$ cat src/rtl/branch_resolve_if.sv
// Bundle between the branch-condition evaluator, the resolve stage, commit and fetch.
// The resolve stage takes the slave view; the driving side takes the master view.
interface branch_resolve_if #(
  parameter int AWID  = 24,
  parameter int TAGW  = 5,
  parameter int DISPW = 12
);
  logic              flush_i;
  logic              in_valid_i;
  logic              in_ready_o;
  logic [TAGW-1:0]   in_tag_i;
  logic [AWID-1:0]   in_pc_i;
  logic [2:0]        in_len_i;
  logic [DISPW-1:0]  in_disp_i;
  logic              in_takb_i;
  logic              in_pred_i;
  logic [AWID-1:0]   in_pred_pc_i;
  logic              out_valid_o;
  logic              out_ready_i;
  logic [TAGW-1:0]   out_tag_o;
  logic              out_taken_o;
  logic              out_mispred_o;
  logic              redir_valid_o;
  logic [AWID-1:0]   redir_pc_o;
  logic              redir_ack_i;

  modport slave (
    input  flush_i, in_valid_i, in_tag_i, in_pc_i, in_len_i, in_disp_i,
           in_takb_i, in_pred_i, in_pred_pc_i, out_ready_i, redir_ack_i,
    output in_ready_o, out_valid_o, out_tag_o, out_taken_o, out_mispred_o,
           redir_valid_o, redir_pc_o
  );

  modport master (
    output flush_i, in_valid_i, in_tag_i, in_pc_i, in_len_i, in_disp_i,
           in_takb_i, in_pred_i, in_pred_pc_i, out_ready_i, redir_ack_i,
    input  in_ready_o, out_valid_o, out_tag_o, out_taken_o, out_mispred_o,
           redir_valid_o, redir_pc_o
  );
endinterface

$ cat src/rtl/branch_resolve.sv
// Branch resolve stage: capture (S1), resolve into registered result (S2),
// and a held redirect to fetch whenever the resolved next PC differs from the prediction.
module branch_resolve #(
  parameter int AWID  = 24,
  parameter int TAGW  = 5,
  parameter int DISPW = 12
) (
  input logic           clk_i,
  input logic           rst_i,
  branch_resolve_if.slave bus
);
  typedef enum logic {IDLE, HOLD} state_t;

  state_t            state_reg;
  logic              s1_valid_reg;
  logic [TAGW-1:0]   s1_tag_reg;
  logic [AWID-1:0]   s1_pc_reg;
  logic [2:0]        s1_len_reg;
  logic [DISPW-1:0]  s1_disp_reg;
  logic              s1_takb_reg;
  logic [AWID-1:0]   s1_pred_pc_reg;
  logic              s2_valid_reg;
  logic [TAGW-1:0]   s2_tag_reg;
  logic              s2_taken_reg;
  logic              s2_mispred_reg;
  logic              redir_valid_reg;
  logic [AWID-1:0]   redir_pc_reg;

  logic [AWID-1:0]   fall_addr;
  logic [AWID-1:0]   tgt_addr;
  logic [AWID-1:0]   next_addr;
  logic              mispred_next;
  logic              s1_adv;
  logic              in_fire;
  logic              unused_pred;

  // Only the predicted target decides a mispredict, so the direction bit is not consulted.
  assign unused_pred = bus.in_pred_i;

  assign fall_addr    = s1_pc_reg + {{(AWID-3){1'b0}}, s1_len_reg};
  assign tgt_addr     = fall_addr + {{(AWID-DISPW){s1_disp_reg[DISPW-1]}}, s1_disp_reg};
  assign next_addr    = s1_takb_reg ? tgt_addr : fall_addr;
  assign mispred_next = (next_addr != s1_pred_pc_reg);

  assign s1_adv  = s1_valid_reg && (!s2_valid_reg || bus.out_ready_i);
  assign in_fire = bus.in_valid_i && bus.in_ready_o;

  assign bus.in_ready_o    = (!s1_valid_reg || s1_adv) && (state_reg == IDLE);
  assign bus.out_valid_o   = s2_valid_reg;
  assign bus.out_tag_o     = s2_tag_reg;
  assign bus.out_taken_o   = s2_taken_reg;
  assign bus.out_mispred_o = s2_mispred_reg;
  assign bus.redir_valid_o = redir_valid_reg;
  assign bus.redir_pc_o    = redir_pc_reg;

  always_ff @(posedge clk_i or posedge rst_i) begin
    if (rst_i) begin
      state_reg       <= IDLE;
      s1_valid_reg    <= 1'b0;
      s1_tag_reg      <= '0;
      s1_pc_reg       <= '0;
      s1_len_reg      <= '0;
      s1_disp_reg     <= '0;
      s1_takb_reg     <= 1'b0;
      s1_pred_pc_reg  <= '0;
      s2_valid_reg    <= 1'b0;
      s2_tag_reg      <= '0;
      s2_taken_reg    <= 1'b0;
      s2_mispred_reg  <= 1'b0;
      redir_valid_reg <= 1'b0;
      redir_pc_reg    <= '0;
    end else if (bus.flush_i) begin
      s1_valid_reg    <= 1'b0;
      s2_valid_reg    <= 1'b0;
      state_reg       <= IDLE;
      redir_valid_reg <= 1'b0;
    end else begin
      // Anything captured alongside a mispredicting resolve is wrong-path and dropped.
      if (s1_adv && mispred_next) begin
        s1_valid_reg <= 1'b0;
      end else if (in_fire) begin
        s1_valid_reg <= 1'b1;
      end else if (s1_adv) begin
        s1_valid_reg <= 1'b0;
      end

      if (in_fire) begin
        s1_tag_reg     <= bus.in_tag_i;
        s1_pc_reg      <= bus.in_pc_i;
        s1_len_reg     <= bus.in_len_i;
        s1_disp_reg    <= bus.in_disp_i;
        s1_takb_reg    <= bus.in_takb_i;
        s1_pred_pc_reg <= bus.in_pred_pc_i;
      end

      if (s1_adv) begin
        s2_valid_reg   <= 1'b1;
        s2_tag_reg     <= s1_tag_reg;
        s2_taken_reg   <= s1_takb_reg;
        s2_mispred_reg <= mispred_next;
      end else if (s2_valid_reg && bus.out_ready_i) begin
        s2_valid_reg <= 1'b0;
      end

      case (state_reg)
        IDLE: begin
          if (s1_adv && mispred_next) begin
            state_reg       <= HOLD;
            redir_valid_reg <= 1'b1;
            redir_pc_reg    <= next_addr;
          end
        end
        HOLD: begin
          if (bus.redir_ack_i) begin
            state_reg       <= IDLE;
            redir_valid_reg <= 1'b0;
          end
        end
        default: state_reg <= IDLE;
      endcase
    end
  end
endmodule

$ cat src/flat_wrapper.sv
// flat-port wrapper written by rule: the top's interface ports become plain ports
module branch_resolve_flat 
#(
  parameter int AWID  = 24,
  parameter int TAGW  = 5,
  parameter int DISPW = 12
)
  (clk_i, rst_i, bus_flush_i, bus_in_valid_i, bus_in_tag_i, bus_in_pc_i, bus_in_len_i, bus_in_disp_i, bus_in_takb_i, bus_in_pred_i, bus_in_pred_pc_i, bus_out_ready_i, bus_redir_ack_i, bus_in_ready_o, bus_out_valid_o, bus_out_tag_o, bus_out_taken_o, bus_out_mispred_o, bus_redir_valid_o, bus_redir_pc_o);
  branch_resolve_if #(.AWID(AWID), .TAGW(TAGW), .DISPW(DISPW)) bus_i ();
  input logic clk_i;
  input logic rst_i;
  input wire logic [$bits(bus_i.flush_i)-1:0] bus_flush_i;
  input wire logic [$bits(bus_i.in_valid_i)-1:0] bus_in_valid_i;
  input wire logic [$bits(bus_i.in_tag_i)-1:0] bus_in_tag_i;
  input wire logic [$bits(bus_i.in_pc_i)-1:0] bus_in_pc_i;
  input wire logic [$bits(bus_i.in_len_i)-1:0] bus_in_len_i;
  input wire logic [$bits(bus_i.in_disp_i)-1:0] bus_in_disp_i;
  input wire logic [$bits(bus_i.in_takb_i)-1:0] bus_in_takb_i;
  input wire logic [$bits(bus_i.in_pred_i)-1:0] bus_in_pred_i;
  input wire logic [$bits(bus_i.in_pred_pc_i)-1:0] bus_in_pred_pc_i;
  input wire logic [$bits(bus_i.out_ready_i)-1:0] bus_out_ready_i;
  input wire logic [$bits(bus_i.redir_ack_i)-1:0] bus_redir_ack_i;
  output wire logic [$bits(bus_i.in_ready_o)-1:0] bus_in_ready_o;
  output wire logic [$bits(bus_i.out_valid_o)-1:0] bus_out_valid_o;
  output wire logic [$bits(bus_i.out_tag_o)-1:0] bus_out_tag_o;
  output wire logic [$bits(bus_i.out_taken_o)-1:0] bus_out_taken_o;
  output wire logic [$bits(bus_i.out_mispred_o)-1:0] bus_out_mispred_o;
  output wire logic [$bits(bus_i.redir_valid_o)-1:0] bus_redir_valid_o;
  output wire logic [$bits(bus_i.redir_pc_o)-1:0] bus_redir_pc_o;
  assign bus_i.flush_i = bus_flush_i;
  assign bus_i.in_valid_i = bus_in_valid_i;
  assign bus_i.in_tag_i = bus_in_tag_i;
  assign bus_i.in_pc_i = bus_in_pc_i;
  assign bus_i.in_len_i = bus_in_len_i;
  assign bus_i.in_disp_i = bus_in_disp_i;
  assign bus_i.in_takb_i = bus_in_takb_i;
  assign bus_i.in_pred_i = bus_in_pred_i;
  assign bus_i.in_pred_pc_i = bus_in_pred_pc_i;
  assign bus_i.out_ready_i = bus_out_ready_i;
  assign bus_i.redir_ack_i = bus_redir_ack_i;
  assign bus_in_ready_o = bus_i.in_ready_o;
  assign bus_out_valid_o = bus_i.out_valid_o;
  assign bus_out_tag_o = bus_i.out_tag_o;
  assign bus_out_taken_o = bus_i.out_taken_o;
  assign bus_out_mispred_o = bus_i.out_mispred_o;
  assign bus_redir_valid_o = bus_i.redir_valid_o;
  assign bus_redir_pc_o = bus_i.redir_pc_o;
  branch_resolve #(.AWID(AWID), .TAGW(TAGW), .DISPW(DISPW)) u_core (.clk_i(clk_i), .rst_i(rst_i), .bus(bus_i));
endmodule
$ cat config.mk
export PLATFORM = sky130hd
export DESIGN_NAME = branch_resolve_flat
export DESIGN_NICKNAME = d
export VERILOG_FILES = /design/src/rtl/branch_resolve_if.sv /design/src/rtl/branch_resolve.sv /design/src/flat_wrapper.sv
export SDC_FILE = /design/constraint.sdc
export NUM_CORES = 1
export LEC_CHECK = 0
export ABC_CLOCK_PERIOD_IN_PS = 5220
export CAP_MARGIN = 10
export CORE_MARGIN = 5
export CORE_UTILIZATION = 44
export DETAILED_ROUTE_END_ITERATION = 8
export GPL_TIMING_DRIVEN = 0
export PLACE_DENSITY = 0.73
export SYNTH_ARGS = -nofsm -noshare
export SYNTH_HDL_FRONTEND = slang
export SYNTH_SLANG_ARGS = --single-unit
$ cat constraint.sdc
create_clock -name clk_i -period 5.22 [get_ports clk_i]
set_input_delay 1.044 -clock clk_i [delete_from_list [all_inputs] [get_ports clk_i]]
set_output_delay 1.044 -clock clk_i [all_outputs]
set_load 0.1 [all_outputs]
* After elaboration in Yosys (flattened, before gate mapping)
Index checks and enable logic that the tools add are counted.
** Storage, ports and cells
- Register bits after elaboration :: 104
- Bits of input ports :: 76
- Output and inout port bits :: 34
- Logic and storage cells :: 52
** Cells by class
- $add $sub $neg :: 2
- Eq/ne operators :: 3
- Mux-type cells :: 16
- Bitwise logic cells :: 2
- Reduce and logical (&&, ||, !) cells :: 15
** Operator list (count)
- $add A24 B24 Y24 :: 1
- $add A24 B3 Y24 :: 1
- $mux W24 :: 1
- $ne A24 B24 Y1 :: 1
- $mux W1 :: 13
- $ne A3 B3 Y1 const B :: 2
- $reduce_and A2 Y1 :: 3
- $logic_and A1 B1 Y1 :: 5
- $pmux W1 S2 :: 2
- $reduce_bool A4 Y1 :: 1
- $reduce_and A3 Y1 :: 1
- $reduce_bool A3 Y1 :: 1
- $logic_not A1 Y1 :: 2
- $logic_or A1 B1 Y1 :: 2
- $not A1 Y1 :: 2

* Depth between registers and ports, before layout
Gate-level depths: netlist of run 1.
- Depth after elaboration :: 9
- Mapped depth :: 20
- Gate-level depth less buffers :: 18

* Worst setup path after synthesis of run 1
No wires, ideal clock.
- Path kind :: flip-flop to flip-flop
- From :: register u_core.s1_len_reg[1]
- To :: register u_core.redir_pc_reg[10] (netlist: u_core.bus.redir_pc_o[10])
- Setup time :: 0.126 ns
- Arrival time :: 4.795 ns
- Data required time :: 5.094 ns
- Path slack :: 0.298 ns
- Stages on the path, launching flop included :: 20
- Buffers on the path :: 2
- Clock period less this slack :: 4.922 ns
- Path through :: dfrtp_1 ha_1 a211oi_1 nor2_1 nand2_1 xor2_1 inv_1 ha_1 clkbuf_1 nand2_1 nor2_1 nor4b_1 a211oi_2 o211ai_2 mux2i_4 xnor3_1 nor4_4 a311oi_4 buf_6 mux2_4
** Between the ends
- Cells in the longest elaborated chain, start to end :: 6
** Ends and longest elaborated chain
- start, declared :: line branch_resolve.sv:18 : logic [2:0] s1_len_reg;
- start signal, assigned :: line branch_resolve.sv:90 : s1_len_reg <= bus.in_len_i;
- $add A24 B3 Y24 * :: line branch_resolve.sv:40 : assign fall_addr = s1_pc_reg + {{(AWID-3){1'b0}}, s1_len_reg};
- $add A24 B24 Y24 :: line branch_resolve.sv:41 : assign tgt_addr = fall_addr + {{(AWID-DISPW){s1_disp_reg[DISPW-1]}}, s1_disp_reg};
- $mux W24 * :: line branch_resolve.sv:42 : assign next_addr = s1_takb_reg ? tgt_addr : fall_addr;
- $ne A24 B24 Y1 :: line branch_resolve.sv:43 : assign mispred_next = (next_addr != s1_pred_pc_reg);
- $logic_and A1 B1 Y1 :: line branch_resolve.sv:107 : if (s1_adv && mispred_next) begin
- $reduce_and A3 Y1 (no source line)
- end signal, assigned :: line branch_resolve.sv:110 : redir_pc_reg <= next_addr;
- end, declared :: line branch_resolve.sv:27 : logic [AWID-1:0] redir_pc_reg;
Mark *: on every way between the ends. The rest lies on a longest branch, timed or not.
A chain may end at the register's enable or synchronous reset.

* Worst setup path after layout of run 1
- From :: register u_core.s1_len_reg[0]
- To :: register u_core.redir_pc_reg[8] (netlist: u_core.bus.redir_pc_o[8])
Same word-level chain as after synthesis.

==> results of run 1 <==
-- critical path, cell delays in order (launching register included) --
cell	delay (ns)
dfrtp_1	0.38
ha_2	0.22
fa_2	0.41
a21oi_4	0.27
buf_4	0.17
a2bb2oi_4	0.19
inv_1	0.06
ha_1	0.41
o21ai_0	0.16
a21oi_2	0.27
o21ai_1	0.25
o31ai_4	0.36
mux2i_1	0.23
and4_1	0.23
nand4_1	0.17
nor4_4	0.40
a311oi_4	0.15
buf_6	0.17
buf_8	0.15
mux2_4	0.30
-- layer usage --
metal / vias to the layer above / wire (um) / track usage [%]
met5: - / 0 / 0
met4: 0 / 350 / 6.23
met3: 23 / 1130 / 5.55
met2: 170 / 9270 / 34.8
met1: 2822 / 8680 / 29.3
li1: 2623 / - / -
-- layout make-up --
| cell class | instances | share of cell area [%] |
|---|---|---|
| flip-flops and latches | 104 | 29.3 |
| plain buffers | 21 | 1.14 |
| clock buffers | 9 | 2.54 |
| repair buffers | 134 | 14.6 |
| multi-input cells | 480 | 47.6 |
| clock inverters | 7 | 0.817 |
| inverters | 31 | 1.34 |
| well taps | 188 | 2.65 |
-- logic make-up after synthesis --
group                      count (synthesis)  share of synthesized area, %
xor gates and xnor gates                  50                          6.76
DFF                                      104                          39.0
AOI/OAI and AO/OA                        120                          13.0
muxes                                    108                          18.3
adders and majority gates                 30                          5.84
and+or+nand+nor                          172                          13.6
buffers and inverters                     58                          3.48
-- cell usage in the layout, fill, tap and decap left out, types with 9 or more instances in the layout --
master,synthesis,final
clkbuf_16,0,9
clkbuf_1,21,14
xnor2_1,26,22
xor2_1,23,18
or3_1,10,9
mux2_2,81,81
clkdlybuf4s50_1,0,108
a21o_1,10,10
nor2_1,31,28
ha_1,28,21
nand2_1,43,43
mux2i_1,20,20
a21oi_1,22,17
inv_1,31,30
dfrtp_1,104,104
nand4_1,17,17
nand3_1,16,15
buf_4,1,25
o21ai_0,21,18
-- through the flow --
| stage | power (mW) | cells | setup slack [ns] | util (%) |
|---|---|---|---|---|
| floorplan | 3.22 | 642 | 0.298 | - |
| global placement | 3.86 | 938 | -0.829 | 53.2 |
| detailed placement | 3.92 | 939 | -0.964 | 53.4 |
| CTS | 4.73 | 961 | 0.00598 | 56.9 |
| global route | 5.14 | 974 | -0.00984 | 59.1 |
| finish | 4.90 | 974 | 0.133 | 59.1 |
-- power by group --
group          internal, mW  total (mW)  switching [mW]
clock network         0.339       0.686           0.347
logic                  1.07        3.01            1.94
registers              1.02        1.20           0.179
-- worst min-delay path by stage --
stage	startpoint	cells past startpoint	to
6_report	u_core.s1_tag_reg[4]	1	u_core.bus.out_tag_o[4]
5_1_grt	u_core.bus.out_tag_o[1]	1	u_core.bus.out_tag_o[1]
4_1_cts	u_core.bus.out_tag_o[1]	1	u_core.bus.out_tag_o[1]
3_5_place_dp	u_core.bus.out_tag_o[1]	1	u_core.bus.out_tag_o[1]
3_3_place_gp	u_core.s1_tag_reg[2]	1	u_core.bus.out_tag_o[2]
2_1_floorplan	u_core.s1_tag_reg[0]	1	u_core.bus.out_tag_o[0]
-- repair_timing --
item / in CTS / in global routing
buffers inserted: 8 / 17
setup endpoints to repair: 28 / 28
resized for setup: 34 / 38
cloned: 0 / 0
hold endpoints to repair: 0 / 0
pin swaps: 6 / 23
==> impl_metrics.ini, run 1 <==
[setup_path]
worstRegToRegCells = 19
end_kind = register
cp.required_ns = 5.47
worstReg2RegStart = u_core.s1_len_reg[0]
start_kind = register
critPathLaunch = u_core.s1_len_reg[0]
crit_end = u_core.bus.redir_pc_o[8]
crit_arrival_ns = 5.34
r2r_slack_ns = 0.13
cp_max_fo = 10
path_class = register to register
reg2reg_to = u_core.bus.redir_pc_o[8]

[power_and_ir_drop]
leakagePower_nw = 3.68
vdd_drop_max_uv = 284
power_density_nw_per_um2 = 551

[drt]
drt-vias-per-instance = 5.79
ant_nets = 0
drcViolationCount = 0
drtPass1Iterations = 5
dr_total_vias = 5638
wire_per_inst_um = 20.0
wl_um = 19400
drt-initial-drc-count = 362

[synth]
ys_types = 71
yosysMostFrequentCell = dfrtp_1
synth-seq-area-share_pct = 39.0
yosys-top-cells-area = dfrtp_1, mux2_2, ha_1
postSynthAreaPerCell_um2 = 10.4
synth-seq-cells = 104
synth_edf_count = 0
yosys-top-cells-count = dfrtp_1, mux2_2, nand2_1
synth_top_area_cell = dfrtp_1
synth-main-ff-cell = dfrtp_1
synth_top_cell_area_share_pct = 39.0
syn-num-nets = 748
synthesis.area_um2 = 6680
syn-instance-count = 642
yosysWarnings = 0
async_flop_share_pct = 100

[clock_network]
cts_buffer_depth = 2
tritoncts = yes
clockRootBuffer = clkbuf_16
h-tree-depth = 3
numCtsBuffers = 9
path_clk_slew_ns = 0.08
cts.sinks = 104
cts_hold_buf = 0
clkLatencyLatePin_ns = 0.37

[floorplan]
io_pins = 110
start_util_pct = 44.4
die_w_um = 133
die_h_um = 133
dieArea_um2 = 17700
rows = 45
core_um2 = 15000

[placement]
place.port_buffers = 108
place.gp.congestion = 0.918
hpwl_um = 14700
placedInstanceArea_um2 = 8030

[global_route]
grt_pass1_wl_um = 30600
grt_max_degree = 62
grt_overflow = 0
grt_pass1_vias = 5812
grt_use_total_pct = 21.7
antenna_found_initial = 0

[sta]
finalHoldViolCount = 0
clock_skew_ns = 0.0104
tns_ns = 0
worst_pin_slew_ns = 0.990
relSlewSlack_pct = 33.8
finalSetupViolCount = 0
fmax_ghz = 0.197
min_period_ns = 5.09
drv_slew = 0
hold_ws_ns = 0.513
post-route-period-util_pct = 97.4

[status]
status = finished, final reports clean

[final_layout]
drive_gt1_share_pct = 25.7
multi_input_area_um2 = 4220
layout.nets = 887
diodes = 0
final_cell_area_um2 = 8880
seqCellArea_um2 = 2600
fillCellCount = 1258
area_delta_synth_final_pct = 32.9

[run]
drv_cap = 0

[min_path]
worstHoldPathType = register to register
Note: power is estimated with default switching activity, not from simulation.
==> inputs of run 2 (changes only) <==
--- a/config.mk
+++ b/config.mk
@@ -15,3 +15,4 @@
 export SYNTH_ARGS = -nofsm -noshare
 export SYNTH_HDL_FRONTEND = slang
 export SYNTH_SLANG_ARGS = --single-unit
+export TNS_END_PERCENT = 100
==> results of run 2 <==
Final layout, timing and power as in run 1 (identical DEF).
==> inputs of run 3 (changes only) <==
--- a/config.mk
+++ b/config.mk
@@ -8,10 +8,10 @@
 export ABC_CLOCK_PERIOD_IN_PS = 5220
 export CAP_MARGIN = 10
 export CORE_MARGIN = 5
-export CORE_UTILIZATION = 44
+export CORE_UTILIZATION = 40
 export DETAILED_ROUTE_END_ITERATION = 8
 export GPL_TIMING_DRIVEN = 0
-export PLACE_DENSITY = 0.73
+export PLACE_DENSITY = 0.67
 export SYNTH_ARGS = -nofsm -noshare
 export SYNTH_HDL_FRONTEND = slang
 export SYNTH_SLANG_ARGS = --single-unit
==> impl_metrics.ini, run 3 (synthesized netlist as in run 1, its figures left out) <==
[clock_network]
path_clk_slew_ns = 0.09
clkLatencyLatePin_ns = 0.37
cts.sinks = 104
cts_buffer_depth = 2
tritoncts = yes
cts_hold_buf = 0
clockRootBuffer = clkbuf_16
numCtsBuffers = 9
h-tree-depth = 3

[floorplan]
die_h_um = 139
start_util_pct = 40.6
rows = 47
io_pins = 110
dieArea_um2 = 19400
die_w_um = 139
core_um2 = 16500

[final_layout]
diodes = 0
mostFrequentLayoutCell = clkdlybuf4s50_1
final_util_pct = 54.6
final_cell_mix = clkdlybuf4s50_1, dfrtp_1, mux2_2
area_delta_synth_final_pct = 34.6
layout.nets = 897
final_cell_area_um2 = 8990
drive_gt1_share_pct = 26.6

[power_and_ir_drop]
power_mw = 4.91
leakagePower_nw = 3.73
power_density_nw_per_um2 = 546
vdd_drop_max_uv = 293

[sta]
worst_pin_slew_ns = 0.987
fmax_ghz = 0.197
finalHoldViolCount = 0
min_period_ns = 5.07
relSlewSlack_pct = 34.0
clock_skew_ns = 0.0169
tns_ns = 0
drv_slew = 0
finalSetupViolCount = 0
post-route-period-util_pct = 97.2

[setup_path]
end_kind = register
crit_arrival_ns = 5.31
max_stage_delay_ns = 0.41
crit_slowest_cell = or3_1
start_kind = register
cp.required_ns = 5.46
path_class = register to register
cp_max_fo = 10
path_cells = ha_2 -> fa_2 -> a21oi_4 -> buf_4 -> nor4_4 -> nand2_1 -> xnor2_2 -> ha_4 -> nand4_1 -> or3_1 -> o211ai_2 -> mux2i_4 -> xnor3_1 -> nor4_4 -> a311oi_4 -> buf_4 -> buf_6 -> mux2_4

[status]
status = finished, final reports clean

[run]
drv_cap = 0

[placement]
place.gp.congestion = 0.874
placedInstanceArea_um2 = 8070
hpwl_um = 14700
place.port_buffers = 108

[drt]
drtPass1Iterations = 5
wl_um = 19600
wire_per_inst_um = 19.3
ant_nets = 0
drcViolationCount = 0
drt-initial-drc-count = 308
drt-vias-per-instance = 5.49
dr_total_vias = 5579

[global_route]
grt_pass1_vias = 5539
antenna_found_initial = 0
grt_overflow = 0
grt_max_degree = 55
grt_pass1_wl_um = 30500
grt_use_total_pct = 19.8

[min_path]
worstHoldPathType = register to register
==> run 3: cell count changes in the layout (fill, tap and decap cells not counted), sizes merged <==
cell | previous run | this run
inv | 35 | 34
buf | 31 | 41
clkinv | 2 | 3
==> run 3: path summary, 6_finish.rpt <==
| path | from | endpoint | slack, ns | depth (start not counted) |
|---|---|---|---|---|
| max in group asynchronous | rst_i | u_core.bus.redir_pc_o[7] | 3.40 | 3 |
| worst min-delay path | u_core.bus.out_tag_o[3] | u_core.bus.out_tag_o[3] | 0.51 | 1 |
| worst max-delay path | u_core.s1_pc_reg[0] | u_core.bus.redir_pc_o[7] | 0.15 | 18 |
| worst min register to register | u_core.bus.out_tag_o[3] | u_core.bus.out_tag_o[3] | 0.51 | 1 |
| min in group asynchronous | rst_i | u_core.s1_pc_reg[15] | 1.13 | 2 |
| worst max register to register | u_core.s1_pc_reg[0] | u_core.bus.redir_pc_o[7] | 0.15 | 18 |
==> run 3: per-layer routing <==
layer | part of all wire, % | track usage [%] | routed length (um) | vias to the layer above
li1 | - | - | - | 2653
met1 | 46 | 28.1 | 9080 | 2749
met2 | 47 | 31.3 | 9210 | 155
met3 | 4.4 | 2.37 | 867 | 22
met4 | 2.2 | 6.95 | 433 | 0
met5 | 0 | 0 | 0 | -
==> run 3: worst max-delay path, delay by kind of cell, from the launching register on <==
kind	cells	cell delay (ns)
fa+ha+maj	3	0.88
mux	2	0.60
flops	1	0.36
xor+xnor	2	0.50
buf+inv	3	0.51
simple gates	5	1.55
compound gates	3	0.53
==> run 3: where the power goes <==
part           switching (mW)  internal (mW)  total [mW]  leakage (nW)
combinational            1.93           1.10        3.03          2.36
sequential              0.176           1.02        1.19          1.22
clock                   0.351          0.342       0.692         0.145
==> run 3: layout make-up <==
| cell class | count | area [um^2] |
|---|---|---|
| Tap cell | 220 | 275 |
| Clock buffer | 9 | 225 |
| Timing Repair Buffer | 144 | 1370 |
| Inverter | 31 | 119 |
| Clock inverter | 7 | 82.6 |
| Multi-Input combinational cell | 480 | 4220 |
| Buffer | 21 | 97.6 |
| Fill cell | 1432 | 7470 |
| Sequential cell | 104 | 2600 |
==> run 3: per-stage QoR <==
stage                     instances  worst slack [ns]  hold WS [ns]
after floorplan                 642             0.298         0.475
after global placement          970            -0.886         0.480
after detailed placement        971            -0.989         0.489
after CTS                       996           0.00142         0.509
after global routing           1016           -0.0350         0.525
final                          1016             0.146         0.508
==> run 3: what timing repair did <==
action	4_1_cts	5_1_grt
resized for setup	28	39
pin swaps	7	23
setup endpoints to repair	28	28
setup buffers	10	25
